**src/rtl/match_result_ctrl.sv**
```systemverilog
// match_result_ctrl: match supervisor that sits upstream of the end-screen renderer.
// It counts rally points, times the serve pause and detects the end of the match.
// It latches the outcome for the end screen and handles the start and home buttons.
//
// Ports:
//   clk_100MHz   system clock
//   reset        synchronous, active-high reset
//   point_p1     one-cycle pulse: player scored
//   point_p2     one-cycle pulse: CPU scored
//   start_btn    debounced level, start/restart
//   home_btn     debounced level, return to home
//   game_active  high in PLAY; gates ball motion
//   serve_wait   high in SERVE
//   score_p1/p2  4-bit scores
//   enable       end-screen enable, high in OVER
//   result       1 = player won; held through OVER
//   win/lose     one-hot outcome flags in OVER
//   blink        end-screen blink, toggles every BLINK_CYCLES in OVER
module match_result_ctrl #(
    parameter int WIN_SCORE    = 5,
    parameter int SERVE_CYCLES = 50_000_000,
    parameter int HOLD_CYCLES  = 200_000_000,
    parameter int BLINK_CYCLES = 25_000_000
) (
    input  logic       clk_100MHz,
    input  logic       reset,
    input  logic       point_p1,
    input  logic       point_p2,
    input  logic       start_btn,
    input  logic       home_btn,
    output logic       game_active,
    output logic       serve_wait,
    output logic [3:0] score_p1,
    output logic [3:0] score_p2,
    output logic       enable,
    output logic       result,
    output logic       win,
    output logic       lose,
    output logic       blink
);

    localparam int SW = $clog2(SERVE_CYCLES) + 1;
    localparam int HW = $clog2(HOLD_CYCLES) + 1;
    localparam int BW = $clog2(BLINK_CYCLES) + 1;

    typedef enum logic [1:0] {HOME, PLAY, SERVE, OVER} state_t;

    state_t        state_q;
    logic [SW-1:0] serve_cnt_q;
    logic [HW-1:0] hold_cnt_q;
    logic [BW-1:0] blink_cnt_q;
    logic          start_prev_q, home_prev_q;

    logic       start_edge, home_edge, hold_done;
    logic [3:0] p1_next, p2_next;

    assign start_edge = start_btn & ~start_prev_q;
    assign home_edge  = home_btn & ~home_prev_q;
    assign hold_done  = (hold_cnt_q == HW'(HOLD_CYCLES));
    assign p1_next    = score_p1 + 4'd1;
    assign p2_next    = score_p2 + 4'd1;

    always_ff @(posedge clk_100MHz) begin
        if (reset) begin
            state_q      <= HOME;
            serve_cnt_q  <= '0;
            hold_cnt_q   <= '0;
            blink_cnt_q  <= '0;
            // History starts high so a button held through reset gives no edge
            start_prev_q <= 1'b1;
            home_prev_q  <= 1'b1;
            game_active  <= 1'b0;
            serve_wait   <= 1'b0;
            score_p1     <= '0;
            score_p2     <= '0;
            enable       <= 1'b0;
            result       <= 1'b0;
            win          <= 1'b0;
            lose         <= 1'b0;
            blink        <= 1'b0;
        end else begin
            start_prev_q <= start_btn;
            home_prev_q  <= home_btn;
            case (state_q)
                HOME: begin
                    if (start_edge) begin
                        state_q     <= PLAY;
                        game_active <= 1'b1;
                        score_p1    <= '0;
                        score_p2    <= '0;
                    end
                end
                PLAY: begin
                    if (home_edge) begin
                        state_q     <= HOME;
                        game_active <= 1'b0;
                    end else if (point_p1 || point_p2) begin
                        game_active <= 1'b0;
                        // Player's point wins a tie; the CPU pulse is dropped
                        if (point_p1) score_p1 <= p1_next;
                        else          score_p2 <= p2_next;
                        if ((point_p1 && p1_next == 4'(WIN_SCORE)) ||
                            (!point_p1 && p2_next == 4'(WIN_SCORE))) begin
                            state_q     <= OVER;
                            enable      <= 1'b1;
                            result      <= point_p1;
                            win         <= point_p1;
                            lose        <= ~point_p1;
                            hold_cnt_q  <= '0;
                            blink_cnt_q <= '0;
                            blink       <= 1'b0;
                        end else begin
                            state_q     <= SERVE;
                            serve_wait  <= 1'b1;
                            serve_cnt_q <= '0;
                        end
                    end
                end
                SERVE: begin
                    if (home_edge) begin
                        state_q    <= HOME;
                        serve_wait <= 1'b0;
                    end else if (serve_cnt_q == SW'(SERVE_CYCLES - 1)) begin
                        state_q     <= PLAY;
                        serve_wait  <= 1'b0;
                        game_active <= 1'b1;
                        serve_cnt_q <= '0;
                    end else begin
                        serve_cnt_q <= serve_cnt_q + SW'(1);
                    end
                end
                OVER: begin
                    if (!hold_done) hold_cnt_q <= hold_cnt_q + HW'(1);
                    if (blink_cnt_q == BW'(BLINK_CYCLES - 1)) begin
                        blink_cnt_q <= '0;
                        blink       <= ~blink;
                    end else begin
                        blink_cnt_q <= blink_cnt_q + BW'(1);
                    end
                    // Exit clears override the blink update above; home wins a tie
                    if (hold_done && (start_edge || home_edge)) begin
                        state_q     <= home_edge ? HOME : PLAY;
                        game_active <= ~home_edge;
                        score_p1    <= '0;
                        score_p2    <= '0;
                        enable      <= 1'b0;
                        result      <= 1'b0;
                        win         <= 1'b0;
                        lose        <= 1'b0;
                        blink       <= 1'b0;
                    end
                end
                default: state_q <= HOME;
            endcase
        end
    end

endmodule

```
**config.mk**
```make
export PLATFORM = sky130hd
export DESIGN_NAME = match_result_ctrl
export DESIGN_NICKNAME = d
export VERILOG_FILES = /design/src/rtl/match_result_ctrl.sv
export SDC_FILE = /design/constraint.sdc
export NUM_CORES = 1
export LEC_CHECK = 0
export BUFFER_PORTS_ARGS = -buffer_cell sky130_fd_sc_hd__buf_2
export CORE_MARGIN = 2
export CORE_UTILIZATION = 60
export CTS_CLUSTER_DIAMETER = 60
export DETAILED_ROUTE_END_ITERATION = 10
export PLACE_DENSITY = 0.9
export SETUP_SLACK_MARGIN = 0.5
export SYNTH_ARGS = -nofsm -noshare
export SYNTH_HDL_FRONTEND = slang
export SYNTH_SLANG_ARGS = --single-unit
export TNS_END_PERCENT = 100
```
**constraint.sdc**
```tcl
create_clock -name clk_100MHz -period 4.6 [get_ports clk_100MHz]
set_input_delay 0.69 -clock clk_100MHz [delete_from_list [all_inputs] [get_ports clk_100MHz]]
set_output_delay 0.69 -clock clk_100MHz [all_outputs]
set_load 0.02 [all_outputs]
```
==> flow_metrics.py <==
metrics = {
    "outcome": {
        "status": "finished, final reports clean",
    },
    "sta": {
        "final-max-slew-violation-count": 0,
        "fin_tns_setup_ns": 0,
        "rsz0062_at_grt": "false",
        "tightest_slew_ns": 1.18,
        "fin_skew_ns": 0.00694,
        "fin_crit_ns": 2.87,
        "finalHoldViolations": 0,
        "max_slew_margin_pct": 21.5,
        "setup-violations-final": 0,
        "finalCritPeriodShare_pct": 62.3,
        "fmax_mhz": 349,
    },
    "critical_path": {
        "path_delay_family": "compound AO/OA/AOI/OAI gates",
        "cpMaxStageDelayCell": "a21oi_2",
        "arrival_ns": 3.17,
        "crit_path_max_incr_delay_ns": 0.92,
        "reg2regPathDepth": 8,
        "crit_required_ns": 4.90,
        "crit_cells": 8,
        "worstPathCellList": "inv_1 -> ha_1 -> nor4bb_1 -> nand4_1 -> o21a_1 -> a21oi_2 -> o21ai_0 -> a21oi_1",
        "r2r_slack_ns": 1.73,
        "path_max_fanout": 29,
        "critPathLaunchType": "flop",
        "path_buf_inv": 1,
        "criticalPathCategory": "flop to flop",
        "critPathCaptureType": "flop",
    },
    "place": {
        "hpwl_um": 9520,
        "portBuffers": 20,
        "dp.cells": 784,
        "gp_congestion": 0.914,
    },
    "floorplanning": {
        "core_um2": 8760,
        "die_area_um2": 9870,
        "die_h_um": 99.4,
        "start_util_pct": 62.3,
        "die_w_um": 99.4,
        "row_count": 34,
        "pin_count": 21,
    },
    "cts": {
        "cts_resized": 0,
        "clk_pin_slew_ns": 0.09,
        "cts_buffers": 9,
        "cts_max_path_buffers": 2,
        "cts_root_buf": "clkbuf_8",
        "cts.sinks": 100,
        "cts_tree": "done",
        "worstSkewPairLatency_ns": 0.37,
        "h-tree-depth": 3,
        "post_cts_buffers": 0,
        "cts_hold_buf": 0,
    },
    "route": {
        "drc": 0,
        "routed_via_density": 6.92,
        "drt.antenna.violating_nets": 0,
        "vias": 5526,
        "wl_per_cell_um": 17.6,
        "drt_iter0_markers": 426,
        "drt_wl_total_um": 14000,
        "first_pass_iters": 5,
    },
    "synthesis": {
        "mappedNetlistNets": 705,
        "synth_edf_count": 0,
        "synth_area_um2": 5460,
        "async_flop_share_pct": 0,
        "synth_flop_cell": "dfxtp_1",
        "synth-seq-area-share_pct": 36.7,
        "syn_inst": 691,
        "ys_warn_count": 0,
        "avgSynthCellArea_um2": 7.90,
        "yosys_register_bits": 100,
        "synth.distinct_cells": 59,
    },
    "layout": {
        "final_cell_count_no_fill": 799,
        "num-nets-final": 701,
        "n_antenna_cell": 0,
        "drive_above_1_share_pct": 7.24,
        "num-fill-cells": 715,
        "syn_to_final_growth_pct": 5.73,
        "fin_util_pct": 65.8,
    },
    "power": {
        "p_sw_mw": 0.485,
        "leakagePower_nw": 1.92,
        "clkPwrFrac_pct": 37.3,
        "switching_share_pct": 27.2,
        "power_frac_comb_pct": 12.0,
        "p_int_mw": 1.30,
        "peakVddDrop_mv": 0.188,
        "p_seq_share_pct": 50.7,
        "powerDensity_nw_per_um2": 310,
    },
    "global_route": {
        "grt_start_max_net_pins": 54,
        "grt-ovfl-total": 0,
        "grt_pass1_vias": 5074,
        "grt_first_pass_wirelength_um": 23400,
        "grt_usage_pct": 28.5,
        "antenna_found_initial": 0,
    },
    "min_path": {
        "hold_path.class": "flop to flop",
        "min_path_cells": 1,
    },
    "run": {
        "drv_cap": 0,
    },
}
==> path summary, 6_finish.rpt <==
check	endpoint	start
max reg2reg	hold_cnt_q[27]	hold_cnt_q[0]
min reg2reg	serve_cnt_q[26]	serve_cnt_q[26]
max	hold_cnt_q[27]	hold_cnt_q[0]
min	serve_cnt_q[26]	serve_cnt_q[26]
==> cell usage in the layout, fill, tap and decap left out, drive strengths merged, types with 4 or more instances in the layout <==
cell and count:
and2 8, o41ai 5, buf 24, or4 19
inv 14, nand3 41, nor3 16, ha 8
o21ai 56, a21oi 72, nor4 10, a41oi 4
a31oi 14, clkbuf 11, nand2 57, or3 17
nor3b 4, nand4 15, o31ai 16, a311oi 13
and4 9, nand2b 5, nand4b 4, nor2b 8
and3 20, xor2 5, dfxtp 100, a211oi 5
nor4b 4, nor2 51, a21o 4, o211ai 16
==> cells by family after synthesis <==
logic type / share of synthesized area, %
AO/OA/AOI/OAI: 25.2
flip-flops: 36.7
buffers and inverters: 4.38
AND/OR/NAND/NOR: 30.1
adder cells (fa/ha/maj): 1.83
multiplexers: 0.550
XOR/XNOR: 1.28
==> worst register-to-register path: stages, from the launching register on <==
cell	delay (ns)
dfxtp_1	0.36
inv_1	0.11
ha_1	0.15
nor4bb_1	0.22
nand4_1	0.20
o21a_1	0.40
a21oi_2	0.92
o21ai_0	0.26
a21oi_1	0.18
==> flip-flops by register name, summed over array words and instances (netlist names), 2 cells and up <==
register	cells
hold_cnt_q	29
serve_cnt_q	27
blink_cnt_q	26
score_p1	4
score_p2	4
state_q	2
==> power by group through the flow <==
stage / Clock [mW] / Sequential, mW / Combinational (mW)
after floorplan: 0 / 0.921 / 0.148
after global placement: 0 / 0.922 / 0.199
after detailed placement: 0 / 0.923 / 0.206
after CTS: 0.663 / 0.903 / 0.209
after global routing: 0.701 / 0.908 / 0.233
final: 0.666 / 0.905 / 0.215
==> per-stage QoR <==
stage / instance area, um^2 / power [mW] / hold slack [ns] / setup slack (ns)
final: 5770 / 1.79 / 0.477 / 1.73
after global routing: 5770 / 1.84 / 0.519 / 1.57
after CTS: 5770 / 1.77 / 0.482 / 1.86
after detailed placement: 5540 / 1.13 / 0.463 / 1.86
after global placement: 5540 / 1.12 / 0.456 / 1.90
after floorplan: 5460 / 1.07 / 0.439 / 2.34
==> Yosys cell counts, drive strengths merged (3+ instances only) <==
library cell,instances,area (um^2)
a21oi,72,360
a31oi,14,87.6
nor2b,8,50.1
nand4b,4,35.0
a211oi,5,37.5
nor4b,4,35.0
o41ai,5,43.8
xor2,5,43.8
nand3b,3,22.5
inv,14,52.6
or3,17,106
or2,3,18.8
and4,9,78.8
clkbuf,20,75.1
buf,19,111
a311oi,13,114
and2,8,50.1
o211ai,16,120
nand2b,5,31.3
a41oi,4,35.0
ha,8,100
a21o,4,30.0
o31ai,16,120
nor4,10,62.6
nand3,41,210
o21ai,56,280
nor3b,4,35.0
nand4,15,93.8
nor3,16,90.1
mux2i,3,30.0
and3,20,125
xnor2,3,26.3
nor2,51,194
dfxtp,100,2000
or4,19,143
nand2,57,214
==> area by class of cell <==
| cell class | count | area, um^2 | share of cell area, % |
|---|---|---|---|
| inverters | 14 | 52.6 | 0.911 |
| well taps | 108 | 135 | 2.34 |
| flip-flops and latches | 100 | 2000 | 34.7 |
| multi-input cells | 538 | 3220 | 55.8 |
| clock inverters | 4 | 98.8 | 1.71 |
| repair buffers | 24 | 130 | 2.26 |
| clock buffers | 11 | 131 | 2.28 |
==> layer usage <==
metal,vias to the layer above,global-route usage [%],share of wire (%)
met4,0,11.9,2.5
met3,42,4.29,6.8
met5,-,0,0
met2,253,46.9,49
li1,2624,-,-
met1,2607,37.6,42
No activity file was read; power rests on OpenSTA's default activity.
